==> src/rtl/dp_ram_be.sv <==
// ---------------------------------------------------------------------------
// dp_ram_be : parametrised 1-write / 1-read dual-port RAM with byte enables.
//
// Zeroes the whole array after every reset with a built-in clear sweep.
// Read latency is 1 or 2 cycles, and the read-during-write policy is
// selectable.
//
// Parameters
//   ADDR_W   : address width, DEPTH = 2**ADDR_W words
//   DATA_W   : data width, multiple of 8, NB = DATA_W/8 byte lanes
//   RD_LAT   : read latency in cycles (1 or 2)
//   RDW_MODE : same-address read-during-write, 0 = old data, 1 = new (merged)
//
// Ports
//   clk, rst           : clock, async active-high reset
//   wr_en/wr_be        : write request, per-lane write enables
//   wr_addr/w_data     : write address and data
//   rd_en/rd_addr      : read request and address
//   r_data/rd_valid    : read data and its one-cycle valid strobe
//   init_done          : clear sweep finished, requests accepted
//   perr_inj           : invert stored parity of lanes written this cycle
//   rd_perr            : per-lane parity error, aligned with rd_valid
//
// Optional feature
//   Define DP_RAM_PARITY_EN to store one even-parity bit per lane.
//   Without it, perr_inj is ignored and rd_perr is always 0.
// ---------------------------------------------------------------------------
module dp_ram_be #(
    parameter int unsigned ADDR_W   = 5,
    parameter int unsigned DATA_W   = 16,
    parameter int unsigned RD_LAT   = 1,
    parameter int unsigned RDW_MODE = 0
) (
    input  logic                  clk,
    input  logic                  rst,
    input  logic                  wr_en,
    input  logic [DATA_W/8-1:0]   wr_be,
    input  logic [ADDR_W-1:0]     wr_addr,
    input  logic [DATA_W-1:0]     w_data,
    input  logic                  rd_en,
    input  logic [ADDR_W-1:0]     rd_addr,
    output logic [DATA_W-1:0]     r_data,
    output logic                  rd_valid,
    output logic                  init_done,
    input  logic                  perr_inj,
    output logic [DATA_W/8-1:0]   rd_perr
);

    localparam int unsigned DEPTH = 2 ** ADDR_W;
    localparam int unsigned NB    = DATA_W / 8;

    // Elaboration-time parameter checks
    if (DATA_W % 8 != 0) begin : g_bad_data_w
        $error("dp_ram_be: DATA_W (%0d) must be a multiple of 8", DATA_W);
    end
    if (RD_LAT != 1 && RD_LAT != 2) begin : g_bad_rd_lat
        $error("dp_ram_be: RD_LAT (%0d) must be 1 or 2", RD_LAT);
    end

    typedef enum logic {
        CLEAR = 1'b0,
        READY = 1'b1
    } state_t;

    state_t              state;
    state_t              state_nxt;
    logic [ADDR_W-1:0]   clr_cnt;

    logic                clr_we_c;
    logic                wr_acc_c;
    logic                rd_acc_c;
    logic                init_done_nxt_c;

    logic [DATA_W-1:0]   mem [DEPTH];

    logic                rdw_hit_c;
    logic [DATA_W-1:0]   rd_old_c;
    logic [DATA_W-1:0]   rd_word_c;
    logic [NB-1:0]       rd_perr_c;

    logic [DATA_W-1:0]   s1_data;
    logic [NB-1:0]       s1_perr;
    logic                s1_valid;

    // FSM state register
    always_ff @(posedge clk or posedge rst) begin
        if (rst) begin
            state <= CLEAR;
        end else begin
            state <= state_nxt;
        end
    end

    // FSM next state: the sweep ends after the last address is cleared
    always_comb begin
        state_nxt = state;
        case (state)
            CLEAR: if (clr_cnt == ADDR_W'(DEPTH - 1)) state_nxt = READY;
            READY: state_nxt = READY;
            default: state_nxt = CLEAR;
        endcase
    end

    // FSM outputs: clear strobe and request gating
    always_comb begin
        clr_we_c        = 1'b0;
        wr_acc_c        = 1'b0;
        rd_acc_c        = 1'b0;
        init_done_nxt_c = 1'b0;
        case (state)
            CLEAR: clr_we_c = 1'b1;
            READY: begin
                wr_acc_c = wr_en;
                rd_acc_c = rd_en;
            end
            default: clr_we_c = 1'b1;
        endcase
        init_done_nxt_c = (state_nxt == READY);
    end

    // Clear address counter and init_done flag
    always_ff @(posedge clk or posedge rst) begin
        if (rst) begin
            clr_cnt   <= '0;
            init_done <= 1'b0;
        end else begin
            if (clr_we_c) clr_cnt <= clr_cnt + ADDR_W'(1);
            init_done <= init_done_nxt_c;
        end
    end

    // Data array: the clear sweep has priority, user writes are per lane
    always_ff @(posedge clk) begin
        if (clr_we_c) begin
            mem[clr_cnt] <= '0;
        end else if (wr_acc_c) begin
            for (int unsigned i = 0; i < NB; i++) begin
                if (wr_be[i]) mem[wr_addr][8*i +: 8] <= w_data[8*i +: 8];
            end
        end
    end

    // Read mux: in write-through mode, enabled lanes of a colliding write bypass the array
    always_comb begin
        rd_old_c  = mem[rd_addr];
        rd_word_c = rd_old_c;
        rdw_hit_c = (RDW_MODE == 1) && wr_acc_c && (wr_addr == rd_addr);
        if (rdw_hit_c) begin
            for (int unsigned i = 0; i < NB; i++) begin
                if (wr_be[i]) rd_word_c[8*i +: 8] = w_data[8*i +: 8];
            end
        end
    end

`ifdef DP_RAM_PARITY_EN
    logic [NB-1:0] par_mem [DEPTH];

    // Parity array: even parity per lane, inverted on injected writes
    always_ff @(posedge clk) begin
        if (clr_we_c) begin
            par_mem[clr_cnt] <= '0;
        end else if (wr_acc_c) begin
            for (int unsigned i = 0; i < NB; i++) begin
                if (wr_be[i]) par_mem[wr_addr][i] <= (^w_data[8*i +: 8]) ^ perr_inj;
            end
        end
    end

    // Parity recheck; bypassed lanes carry fresh data and never flag
    always_comb begin
        rd_perr_c = '0;
        for (int unsigned i = 0; i < NB; i++) begin
            if (!(rdw_hit_c && wr_be[i])) begin
                rd_perr_c[i] = (^rd_old_c[8*i +: 8]) ^ par_mem[rd_addr][i];
            end
        end
    end
`else
    logic unused_perr_inj;
    assign unused_perr_inj = perr_inj;

    always_comb begin
        rd_perr_c = '0;
    end
`endif

    // First read stage; data holds when no read is accepted
    always_ff @(posedge clk or posedge rst) begin
        if (rst) begin
            s1_data  <= '0;
            s1_perr  <= '0;
            s1_valid <= 1'b0;
        end else begin
            s1_valid <= rd_acc_c;
            if (rd_acc_c) begin
                s1_data <= rd_word_c;
                s1_perr <= rd_perr_c;
            end
        end
    end

    if (RD_LAT == 2) begin : g_lat2
        logic [DATA_W-1:0] s2_data;
        logic [NB-1:0]     s2_perr;
        logic              s2_valid;

        // Second read stage, advanced only by a completing first stage
        always_ff @(posedge clk or posedge rst) begin
            if (rst) begin
                s2_data  <= '0;
                s2_perr  <= '0;
                s2_valid <= 1'b0;
            end else begin
                s2_valid <= s1_valid;
                if (s1_valid) begin
                    s2_data <= s1_data;
                    s2_perr <= s1_perr;
                end
            end
        end

        assign r_data   = s2_data;
        assign rd_perr  = s2_perr;
        assign rd_valid = s2_valid;
    end else begin : g_lat1
        assign r_data   = s1_data;
        assign rd_perr  = s1_perr;
        assign rd_valid = s1_valid;
    end

endmodule

==> config.mk <==
export PLATFORM = sky130hd
export DESIGN_NAME = dp_ram_be
export DESIGN_NICKNAME = d
export VERILOG_FILES = /design/src/rtl/dp_ram_be.sv
export SDC_FILE = /design/constraint.sdc
export NUM_CORES = 1
export LEC_CHECK = 0
export ABC_AREA = 0
export BUFFER_PORTS_ARGS = -buffer_cell sky130_fd_sc_hd__buf_2
export CAP_MARGIN = 20
export CORE_UTILIZATION = 67
export DETAILED_ROUTE_END_ITERATION = 10
export PLACE_DENSITY = 0.93
export SYNTH_ARGS = -nofsm -noshare
export SYNTH_HDL_FRONTEND = slang
export SYNTH_SLANG_ARGS = --single-unit
==> constraint.sdc <==
create_clock -name clk -period 5.5 [get_ports clk]
set_clock_uncertainty 0.15 [all_clocks]
set_input_delay 0 -clock clk [delete_from_list [all_inputs] [get_ports clk]]
set_output_delay 0 -clock clk [all_outputs]
set_load 0.1 [all_outputs]
Word-level counts from Yosys, hierarchy flattened --
Memories as Yosys holds them, arrays and structs flattened. A register that Yosys moved wholly into a read port is not among the register bits. Cells that the tools add are included.
Storage, ports and cells: word-level logic and storage cells 24, output and inout bits 20, memories kept 1, input bits 33, bits in writable memories 512, register bits 7
Operators by class: reduce and logical (&&, ||, !) cells 1, add/subtract/negate cells 1, bitwise operators 1, mux-type cells 16, equality and inequality tests 1
Memories:
- mem | words 32, width 16, rd ports 1, clocked after Yosys merged registers in 1, write ports 1, line 74 | logic [DATA_W-1:0] mem [DEPTH];
Operators by type and width (number):
- $mux W16 | 1
- $reduce_or A16 Y1 | 1
- $mux W1 | 12
- $add A5 B1 Y5 const B | 1
- $eq A5 B5 Y1 const B | 1
- $mux W5 | 1
- $mux W2 | 1
- $pmux W1 S2 | 1
- $not A1 Y1 | 1

Longest topological paths before layout --
depth after elaboration 6, depth in mapped cells 8, gate-level depth less buffers 5

Least setup slack after synthesis --
No wires, ideal clock.
kind register to register, start point register, netlist name init_done, end point memory mem[0][0] (enable), required time 4.980 ns, library setup time 0.370 ns, period minus slack after synthesis 2.876 ns, path slack 2.624 ns, stages on the path, launching flop included 8, arrival time 2.356 ns, path buffers 2, path through dfrtp_1 o211a_1 buf_2 clkbuf_1 nand2_1 o31ai_1 nand2_1 nor2_1
RTL lines (line):
- to (decl) | 74

==> out/metrics.cfg <==
[sta]
slew_violations=0
finalSetupViolCount=0
rsz0062_at_grt=false
relSlewSlack_pct=31.3
max_freq_mhz=247
fin_crit_ns=4.06
worstMarginPinSlew_ns=1.03
finalSetupTns_ns=0
hold_viol=0
finalCritPeriodShare_pct=73.7

[layout]
area_growth_syn_to_layout_pct=11.3
final_cell_mix=512 x edfxtp_1, 258 x mux2i_1, 65 x nor2_1, 64 x a22oi_1, 50 x clkbuf_16
layout_commonest_cell=edfxtp_1
utilization_pct=75.6
insertedDiodeCount=0
drive_above_1_share_pct=13.9
nets=1318
num-fill-cells=1401

[global_routing]
use_met1_pct=42.7
grt_antenna_before_repair=1
grt_pass1_wl_um=77200
grtUsageTotal_pct=32.3
grt_pass1_vias=12220
grtUsageMet2_pct=52.6
grt-ovfl-total=0
grt_max_degree=100
grt_util_met3_pct=6.93
busiest_layer=met2

[floorplanning]
io_pins=53
initial_core_util_pct=67.9
dieWidth_um=181
rows=65
coreArea_um2=31600
fp.dieArea_um2=32700
die_h_um=181

[setup_path]
cpPeakStageDelay_ns=0.91
r2r_setup_slack_ns=1.44
path_max_fanout=28
cp.required_ns=5.53
critPathKind=register to register
crit_arrival_ns=4.08
crit_path_start_kind=register
path_cells=o211a_1 > mux2i_1 > nand2_1 > nor2_1
cp-end-kind=register
rr_endpoint=mem[16][13]
r2r_start=init_done
crit_path_top_delay_cell=nor2_1
rr_worst_depth=4

[synthesis]
ys_seq_area_share_pct=74.4
synth_area_um2=21400
ys_types=37
synth.avg_cell_area_um2=17.6
syn_inst=1215
synth_seq_cells=535
synth_warnings=0

[routing]
drtPass1Iterations=7
avgViaCountPerCell=7.65
ant_nets=0
drc_errors=0
wl_per_cell_um=34.9
wl_um=60000
num_vias=13172
drt_iter0_drc=2208

[pwr]
p_per_area_nw_per_um2=359
ir_worst_vdd_uv=392
seqPwrFrac_pct=52.5
p_int_mw=6.54
combinationalPowerShare_pct=7.9
power.leakage_nw=9.16
p_sw_share_pct=23.7
switchingPower_mw=2.03
power.share.clock_pct=39.5

[clock_tree]
cts_inserted_buffers=48
clockRootBuffer=clkbuf_16
clkSlewWorstSetupHoldPaths_ns=0.09
cts_setup_buffers=0
ctsHoldBuffers=2
cts-resized-gates=0
clock-sinks=535
tritoncts=built
htree_levels=2
clock_latency_ns=0.58
clock_path_buffers=3

[flow_run]
cap_violations=0

[placement]
hpwlAfterDp_um=27800
io_buffers=49
gp_congestion=0.787

[worst_hold_path]
hp-class=input port to register
hold_start=w_data[3]
min_path_cells=2
hold_end=mem[22][3]

[run_status]
outcome=finished clean

-- power by group through the flow --
stage / clock, mW / combinational (mW) / sequential (mW)
3_3_place_gp: 0 / 0.551 / 4.58
5_1_grt: 3.48 / 0.685 / 4.50
4_1_cts: 3.28 / 0.597 / 4.50
6_report: 3.39 / 0.679 / 4.50
2_1_floorplan: 0 / 0.311 / 4.70
3_5_place_dp: 0 / 0.576 / 4.59
-- worst max path at each step --
stage               cells after the start       from          end  slack, ns
floorplan                               7  init_done    mem[0][0]       2.62
global placement                        4  init_done  mem[17][12]       2.31
detailed placement                      4  init_done  mem[20][12]       2.13
CTS                                     4  init_done  mem[20][12]       2.01
global route                            4  init_done  mem[16][13]       1.49
finish                                  4  init_done  mem[16][13]       1.44
-- critical path: cells and delay by family (launching register included) --
family | cells | cell delay [ns]
flip-flops | 1 | 0.66
AND/OR/NAND/NOR | 2 | 1.47
AO/OA/AOI/OAI | 1 | 0.83
multiplexers | 1 | 0.51
-- per-stage QoR --
| step | hold WS, ns | instance area [um2] | total power [mW] | instances | setup slack, ns |
|---|---|---|---|---|---|
| 2_1_floorplan | -0.148 | 21400 | 5.01 | 1216 | 2.62 |
| 3_3_place_gp | 0.168 | 21800 | 5.14 | 1607 | 2.31 |
| 3_5_place_dp | 0.188 | 21900 | 5.16 | 1608 | 2.13 |
| 4_1_cts | 0.0600 | 23400 | 8.37 | 1696 | 2.01 |
| 5_1_grt | 0.0448 | 23900 | 8.66 | 1721 | 1.49 |
| 6_report | 0.0289 | 23900 | 8.56 | 1721 | 1.44 |
-- state kept, by name, indices dropped and copies added, names as in the netlist --
name	flops
mem	512
r_data	16
clr_cnt	5
init_done	1
rd_valid	1
-- kinds of logic after synthesis --
group	Yosys count	share of synthesized area [%]
flip-flops	535	74.4
multiplexers	262	12.3
AO/OA/AOI/OAI	201	8.01
AND/OR/NAND/NOR	136	2.80
buffers and inverters	75	2.28
XOR/XNOR	3	0.123
adder cells (fa/ha/maj)	2	0.117
other	1	0.0175
-- synthesized netlist by cell type --
cell      instances  area (um2)
mux2_2            4        45.0
nand3_1           3        15.0
nand2_1          36         135
clkbuf_1         22        82.6
buf_6             5        56.3
nand4b_1          1        8.76
nand2b_1          6        37.5
buf_2            11        55.1
conb_1            1        3.75
or2_1             1        6.26
buf_4            21         158
o21ai_0           5        25.0
and2_1           17         106
buf_8             1        15.0
nor2_2            1        6.26
ha_1              2        25.0
inv_1             3        11.3
a221oi_2         16         240
mux2i_1         258        2580
and3_1            1        6.26
buf_1             8        30.0
nor2_1           65         244
o31ai_1           1        7.51
edfxtp_1        512       15400
nor2b_1           2        12.5
nand3b_1          2        15.0
dfrtp_1          23         576
buf_12            4        80.1
a21oi_1          32         160
a22o_1           32         280
o41ai_2          16         260
o22ai_1          18         113
o211a_1           1        10.0
a221oi_1         16         140
a22oi_1          64         480
xnor2_1           3        26.3
or2_2             1        6.26
-- layout make-up --
class,instances,area (um2),share of cell area [%]
inverter,3,11.3,0.0472
timing repair buffer,89,853,3.58
clock inverter,18,193,0.807
multi-input combinational,606,5020,21.1
sequential,535,16000,66.8
clock buffer,68,1330,5.56
tap,402,503,2.11
-- layer usage --
metal / vias up / wire length (um)
met5: - / 0
met3: 371 / 9000
li1: 4979 / -
met4: 0 / 4540
met2: 1534 / 27700
met1: 6288 / 18800
(Power assumes the default switching activity.)
